===== src/rtl/dmem_bridge_if.sv =====
// LSU request/response and Avalon-MM master signals for dmem_bridge.
// The master modport is the bridge's view; slave is the LSU plus memory side.
interface dmem_bridge_if #(
  parameter int unsigned AW = 32
) ();
  logic          mem_rd;
  logic          mem_wr;
  logic [AW-1:0] mem_addr;
  logic [31:0]   mem_wdata;
  logic [3:0]    mem_byte_en;
  logic [31:0]   mem_rdata;
  logic          mem_vld;
  logic          mem_err;
  logic          mem_stall;

  logic [AW-1:0] avm_address;
  logic          avm_read;
  logic          avm_write;
  logic [31:0]   avm_writedata;
  logic [3:0]    avm_byteenable;
  logic          avm_waitrequest;
  logic [31:0]   avm_readdata;
  logic          avm_readdatavalid;

  modport master (
    input  mem_rd, mem_wr, mem_addr, mem_wdata, mem_byte_en,
    output mem_rdata, mem_vld, mem_err, mem_stall,
    output avm_address, avm_read, avm_write, avm_writedata, avm_byteenable,
    input  avm_waitrequest, avm_readdata, avm_readdatavalid
  );

  modport slave (
    output mem_rd, mem_wr, mem_addr, mem_wdata, mem_byte_en,
    input  mem_rdata, mem_vld, mem_err, mem_stall,
    input  avm_address, avm_read, avm_write, avm_writedata, avm_byteenable,
    output avm_waitrequest, avm_readdata, avm_readdatavalid
  );
endinterface


===== src/rtl/dmem_bridge.sv =====
// Runs one LSU memory request as a single Avalon-MM transaction, stalling the
// core until it completes; reports read data and bus timeouts.
module dmem_bridge #(
  parameter int unsigned AW      = 32,
  parameter int unsigned TIMEOUT = 255
) (
  input logic           clk,
  input logic           rst_b,
  dmem_bridge_if.master bus
);
  localparam int unsigned CW         = (TIMEOUT > 1) ? $clog2(TIMEOUT + 1) : 1;
  localparam logic [31:0] ABORT_DATA = 32'hDEAD_BEEF;

  typedef enum logic [1:0] {IDLE, CMD, RESP, DONE} state_e;

  state_e        state_q, state_d;
  logic [AW-1:0] addr_q, addr_d;
  logic [31:0]   wdata_q, wdata_d;
  logic [31:0]   rdata_q, rdata_d;
  logic [3:0]    be_q, be_d;
  logic          is_wr_q, is_wr_d;
  logic          rd_q, rd_d;
  logic          wr_q, wr_d;
  logic          vld_q, vld_d;
  logic          err_q, err_d;
  logic [CW-1:0] cnt_q, cnt_d;
  logic          req;
  logic          timeout_hit;

  assign req         = bus.mem_rd | bus.mem_wr;
  assign timeout_hit = (TIMEOUT != 0) && (cnt_q == CW'(TIMEOUT - 1));

  always_comb begin
    state_d = state_q;
    addr_d  = addr_q;
    wdata_d = wdata_q;
    rdata_d = rdata_q;
    be_d    = be_q;
    is_wr_d = is_wr_q;
    rd_d    = rd_q;
    wr_d    = wr_q;
    vld_d   = 1'b0;
    err_d   = 1'b0;
    cnt_d   = cnt_q;
    unique case (state_q)
      IDLE: begin
        if (req) begin
          addr_d  = bus.mem_addr & ~AW'(3);
          wdata_d = bus.mem_wdata;
          be_d    = bus.mem_wr ? bus.mem_byte_en : 4'hF;
          is_wr_d = bus.mem_wr;
          rd_d    = ~bus.mem_wr;
          wr_d    = bus.mem_wr;
          cnt_d   = '0;
          state_d = CMD;
        end
      end
      CMD: begin
        cnt_d = cnt_q + 1'b1;
        if (!bus.avm_waitrequest && (is_wr_q || bus.avm_readdatavalid)) begin
          rd_d    = 1'b0;
          wr_d    = 1'b0;
          state_d = DONE;
          if (!is_wr_q) begin
            rdata_d = bus.avm_readdata;
            vld_d   = 1'b1;
          end
        end else if (timeout_hit) begin
          // Abort wins over a plain acceptance; any later response is dropped.
          rd_d    = 1'b0;
          wr_d    = 1'b0;
          err_d   = 1'b1;
          state_d = DONE;
          if (!is_wr_q) begin
            rdata_d = ABORT_DATA;
            vld_d   = 1'b1;
          end
        end else if (!bus.avm_waitrequest) begin
          rd_d    = 1'b0;
          state_d = RESP;
        end
      end
      RESP: begin
        cnt_d = cnt_q + 1'b1;
        if (bus.avm_readdatavalid) begin
          rdata_d = bus.avm_readdata;
          vld_d   = 1'b1;
          state_d = DONE;
        end else if (timeout_hit) begin
          rdata_d = ABORT_DATA;
          vld_d   = 1'b1;
          err_d   = 1'b1;
          state_d = DONE;
        end
      end
      DONE: state_d = IDLE;
      default: state_d = IDLE;
    endcase
  end

  always_ff @(posedge clk or negedge rst_b) begin
    if (!rst_b) begin
      state_q <= IDLE;
      addr_q  <= '0;
      wdata_q <= '0;
      rdata_q <= '0;
      be_q    <= '0;
      is_wr_q <= 1'b0;
      rd_q    <= 1'b0;
      wr_q    <= 1'b0;
      vld_q   <= 1'b0;
      err_q   <= 1'b0;
      cnt_q   <= '0;
    end else begin
      state_q <= state_d;
      addr_q  <= addr_d;
      wdata_q <= wdata_d;
      rdata_q <= rdata_d;
      be_q    <= be_d;
      is_wr_q <= is_wr_d;
      rd_q    <= rd_d;
      wr_q    <= wr_d;
      vld_q   <= vld_d;
      err_q   <= err_d;
      cnt_q   <= cnt_d;
    end
  end

  assign bus.avm_address    = addr_q;
  assign bus.avm_read       = rd_q;
  assign bus.avm_write      = wr_q;
  assign bus.avm_writedata  = wdata_q;
  assign bus.avm_byteenable = be_q;
  assign bus.mem_rdata      = rdata_q;
  assign bus.mem_vld        = vld_q;
  assign bus.mem_err        = err_q;
  assign bus.mem_stall      = (state_q == IDLE && req) || state_q == CMD || state_q == RESP;
endmodule


===== src/flat_wrapper.sv =====
// flat-port wrapper written by rule: the top's interface ports become plain ports
module dmem_bridge_flat 
#(
  parameter int unsigned AW      = 32,
  parameter int unsigned TIMEOUT = 255
)
  (clk, rst_b, bus_mem_rd, bus_mem_wr, bus_mem_addr, bus_mem_wdata, bus_mem_byte_en, bus_mem_rdata, bus_mem_vld, bus_mem_err, bus_mem_stall, bus_avm_address, bus_avm_read, bus_avm_write, bus_avm_writedata, bus_avm_byteenable, bus_avm_waitrequest, bus_avm_readdata, bus_avm_readdatavalid);
  dmem_bridge_if #(.AW(AW)) bus_i ();
  input logic clk;
  input logic rst_b;
  input wire logic [$bits(bus_i.mem_rd)-1:0] bus_mem_rd;
  input wire logic [$bits(bus_i.mem_wr)-1:0] bus_mem_wr;
  input wire logic [$bits(bus_i.mem_addr)-1:0] bus_mem_addr;
  input wire logic [$bits(bus_i.mem_wdata)-1:0] bus_mem_wdata;
  input wire logic [$bits(bus_i.mem_byte_en)-1:0] bus_mem_byte_en;
  output wire logic [$bits(bus_i.mem_rdata)-1:0] bus_mem_rdata;
  output wire logic [$bits(bus_i.mem_vld)-1:0] bus_mem_vld;
  output wire logic [$bits(bus_i.mem_err)-1:0] bus_mem_err;
  output wire logic [$bits(bus_i.mem_stall)-1:0] bus_mem_stall;
  output wire logic [$bits(bus_i.avm_address)-1:0] bus_avm_address;
  output wire logic [$bits(bus_i.avm_read)-1:0] bus_avm_read;
  output wire logic [$bits(bus_i.avm_write)-1:0] bus_avm_write;
  output wire logic [$bits(bus_i.avm_writedata)-1:0] bus_avm_writedata;
  output wire logic [$bits(bus_i.avm_byteenable)-1:0] bus_avm_byteenable;
  input wire logic [$bits(bus_i.avm_waitrequest)-1:0] bus_avm_waitrequest;
  input wire logic [$bits(bus_i.avm_readdata)-1:0] bus_avm_readdata;
  input wire logic [$bits(bus_i.avm_readdatavalid)-1:0] bus_avm_readdatavalid;
  assign bus_i.mem_rd = bus_mem_rd;
  assign bus_i.mem_wr = bus_mem_wr;
  assign bus_i.mem_addr = bus_mem_addr;
  assign bus_i.mem_wdata = bus_mem_wdata;
  assign bus_i.mem_byte_en = bus_mem_byte_en;
  assign bus_mem_rdata = bus_i.mem_rdata;
  assign bus_mem_vld = bus_i.mem_vld;
  assign bus_mem_err = bus_i.mem_err;
  assign bus_mem_stall = bus_i.mem_stall;
  assign bus_avm_address = bus_i.avm_address;
  assign bus_avm_read = bus_i.avm_read;
  assign bus_avm_write = bus_i.avm_write;
  assign bus_avm_writedata = bus_i.avm_writedata;
  assign bus_avm_byteenable = bus_i.avm_byteenable;
  assign bus_i.avm_waitrequest = bus_avm_waitrequest;
  assign bus_i.avm_readdata = bus_avm_readdata;
  assign bus_i.avm_readdatavalid = bus_avm_readdatavalid;
  dmem_bridge #(.AW(AW), .TIMEOUT(TIMEOUT)) u_core (.clk(clk), .rst_b(rst_b), .bus(bus_i));
endmodule

===== config.mk =====
export PLATFORM = sky130hd
export DESIGN_NAME = dmem_bridge_flat
export DESIGN_NICKNAME = d
export VERILOG_FILES = /design/src/rtl/dmem_bridge_if.sv /design/src/rtl/dmem_bridge.sv /design/src/flat_wrapper.sv
export SDC_FILE = /design/constraint.sdc
export NUM_CORES = 1
export LEC_CHECK = 0
export ABC_AREA = 1
export ABC_CLOCK_PERIOD_IN_PS = 2300
export BUFFER_PORTS_ARGS = -buffer_cell sky130_fd_sc_hd__buf_2
export CAP_MARGIN = 30
export CORE_MARGIN = 10
export CORE_UTILIZATION = 38
export CTS_CLUSTER_DIAMETER = 50
export DETAILED_ROUTE_END_ITERATION = 8
export HOLD_SLACK_MARGIN = 0.1
export PLACE_DENSITY = 0.78
export SLEW_MARGIN = 20
export SYNTH_ARGS = -nofsm -noshare
export SYNTH_HDL_FRONTEND = slang
export SYNTH_SLANG_ARGS = --single-unit
export TNS_END_PERCENT = 10

===== constraint.sdc =====
create_clock -name clk -period 2.3 [get_ports clk]
set_clock_uncertainty 0.2 [all_clocks]
set_input_delay 0.46 -clock clk [delete_from_list [all_inputs] [get_ports clk]]
set_output_delay 0.46 -clock clk [all_outputs]
set_load 0.01 [all_outputs]

==> flow_metrics.tcl <==
set metrics [dict create \
    status "complete, no violations" \
    synth_commonest_cells "nand2_1, dfrtp_1, nand4_1" \
    yosysMostFrequentCell "nand2_1" \
    die_area_um2 18560 \
    drv_cap 0 \
    worstSetupPathDepth 5 \
    grt_overflow 0 \
    crit_path_top_delay_cell "dfrtp_2" \
    path_delay_family "flip-flops" \
    post-route-period-util_pct 96.05 \
    slew_viol_final 0 \
    path_cells "inv_1 -> ha_2 -> clkinv_4 -> nand3_1 -> buf_2" \
    drive_gt1_share_pct 30.22 \
    syn_area_per_cell_um2 8.558 \
    cp-start-kind "flip-flop" \
    antenna_found_initial 0 \
    die_x_um 136.2 \
    diodes 0 \
    utilization_pct 57.64 \
    p_leak_uw 0.004150 \
    io_pins 211 \
    min_period_ps 2209 \
    die_h_um 136.2 \
    grt_max_degree 63 \
    async_flop_share_pct 100.0 \
    whs_path_depth 2 \
    grt_pass1_wl_um 27780 \
    tns_ps 0 \
    combPwrFrac_pct 43.0 \
    power_frac_seq_pct 31.6 \
    grt_usage_pct 18.82 \
    fin_cells 1053 \
    setup_viol 0 \
    hp-start "bus_mem_byte_en[1]" \
    setup_slack_ps 90.94 \
    max-vdd-ir-drop_mv 0.6503 \
    io_buffers 206 \
    clockBufferDepth 2 \
    cts_max_level 4 \
    synth_edf_count 0 \
    timing.fmax_mhz 452.7 \
    crit_path_max_incr_delay_ps 440 \
    grt_pass1_vias 5430 \
    routed_wl_um 17460 \
    ys.flop_type "dfrtp_1" \
    synth_area_leaders "dfrtp_1, nand2_1, nand4_1, nand3b_1, nand3_1" \
    crit_fanout 12 \
    min_path_type "input port to flip-flop" \
    p_int_uw 6617 \
    dp.cells 957 \
    synth_seq_cells 113 \
    hold-worst-slack_ps 133.4 \
    via_count 5222 \
    r2r-start "u_core.cnt_q[0]$_DFFE_PN0P_" \
    clkSinkCount 113 \
    crit_start "u_core.state_q[0]$_DFFE_PN0P_" \
    drt.antenna.violating_nets 0 \
    post_drt_wl_per_cell_um 16.58 \
    p_sw_share_pct 40.03 \
    synth_cell_types 28 \
    postSynthCellCount 600 \
    rows 42 \
    critPathArrivalTime_ps 1550 \
    fp.coreArea_um2 13240 \
    hold_viol 0 \
    reg2reg_to "u_core.bus.mem_rdata[8]$_DFFE_PN0P_" \
    clk_pin_slew_worst_paths_ps 50 \
    drtPass1Iterations 6 \
    hold_end "u_core.bus.avm_byteenable[1]$_DFFE_PN0P_" \
    rsz0062_at_grt "no" \
    cts_buffers 17 \
    cts-root-buf "clkbuf_16" \
    pre_cts_ws_ps 189.2 \
    start_util_pct 38.78 \
    r2r_slack_ps 180 \
    fin_nets 977 \
    criticalPathCategory "flip-flop to output pin" \
    path_buf_inv 3 \
    synth_warnings 0 \
    synth_top_area_cell "dfrtp_1" \
    hpwl_um 11270 \
    rr_worst_depth 9 \
    ys_seq_area_share_pct 55.07 \
    post-route-drc-count 0 \
    gp_congestion 0.8158 \
    cts_tree "done" \
    pwr-share-clk_pct 25.4 \
    netlist.area_leader.share_pct 55.07 \
    cp-end-kind "output pin" \
    drt_iter0_markers 363 \
    syn_area_um2 5135 \
    worstPathRequired_ps 1640 \
    netSwitchingPower_uw 4417 \
    insertion_delay_ps 400 \
    viasPerCell 4.959 \
    power.density_nw_per_um2 1445 \
    areaGrowthSynthToFinish_pct 48.66 \
]
-- timing repair --
action,CTS,global route
setup buffers,0,0
endpoints found under the hold margin,100,0
endpoints found under the setup margin,1,1
resized for setup,1,5
hold buffers,66,0
-- sequential cells by signal, indices dropped and copies added (netlist names) --
signal,count
u_core.bus.avm_writedata,32
u_core.bus.mem_rdata,32
u_core.bus.avm_address,30
u_core.cnt_q,8
u_core.bus.avm_byteenable,4
u_core.state_q,2
u_core.bus.avm_read,1
u_core.bus.avm_write,1
u_core.bus.mem_err,1
u_core.bus.mem_vld,1
u_core.is_wr_q,1
-- layout make-up --
| type | instances | area [um2] |
|---|---|---|
| multi-input combinational | 427 | 2031 |
| timing repair buffer | 282 | 1819 |
| tap | 176 | 220.2 |
| sequential | 113 | 2829 |
| clock buffer | 21 | 480.5 |
| fill | 1135 | 5609 |
| clock inverter | 9 | 155.1 |
| inverter | 25 | 98.84 |
-- placed cells by master (no fill, tap or decap), types with 3 or more instances in the layout --
cell type      instances
a21oi_1                4
buf_12                 4
buf_2                205
buf_4                  7
bufinv_16              4
clkbuf_16             17
clkbuf_8               4
clkinvlp_4             4
dfrtp_1              112
dlygate4sd3_1         66
inv_1                 22
nand2_1              290
nand3_1               26
nand3b_1              24
nand4_1               38
nor2_1                 5
nor2_4                 3
o21ai_0               13
o22a_1                 4
-- logic make-up (layout without fill, tap and decap cells) --
logic type / after synthesis / in the layout / share of synthesized area (%)
simple gates: 393 / 393 / 34.36
flops: 113 / 113 / 55.07
buf+inv: 61 / 337 / 5.945
compound gates: 27 / 27 / 3.338
fa+ha+maj: 5 / 5 / 1.218
other cells: 1 / 2 / 0.07303
-- through the flow --
step / power [uW] / instance area [um2]
2_1_floorplan: 6355 / 5139
3_3_place_gp: 7935 / 6316
3_5_place_dp: 8064 / 6316
4_1_cts: 11020 / 7615
5_1_grt: 11880 / 7634
6_report: 11030 / 7634
-- power by group through the flow --
stage / registers, uW / clock network [uW] / logic, uW
floorplan: 3850 / 0 / 2510
global placement: 3450 / 0 / 4490
detailed placement: 3430 / 0 / 4630
CTS: 3450 / 2860 / 4700
global route: 3600 / 2960 / 5320
finish: 3480 / 2800 / 4740
-- per-layer routing --
metal / GRT usage (%) / wire (um) / vias to the layer above
li1: - / - / 2460
met1: 22.13 / 7079 / 2462
met2: 29.99 / 8000 / 269
met3: 7.786 / 1983 / 31
met4: 7.396 / 392 / 0
met5: 0 / 0 / -
-- worst reg2reg max path, cell delays in order, from the launching register on --
cell,delay (ps)
dfrtp_1,410
inv_1,120
ha_1,160
inv_1,40
nor2_1,180
nand2_4,130
nand3_4,180
nand3_4,340
nand2_1,180
nand2_1,70
-- worst max path at each step --
stage                     slack, ps                                   end
after floorplan                 380                         bus_mem_stall
after global placement          260  u_core.bus.mem_rdata[25]$_DFFE_PN0P_
after detailed placement        190   u_core.bus.mem_rdata[8]$_DFFE_PN0P_
after CTS                        50                         bus_mem_stall
after global routing              1   u_core.bus.mem_rdata[9]$_DFFE_PN0P_
final                            90                         bus_mem_stall
Power figures use the tool's default switching activity.
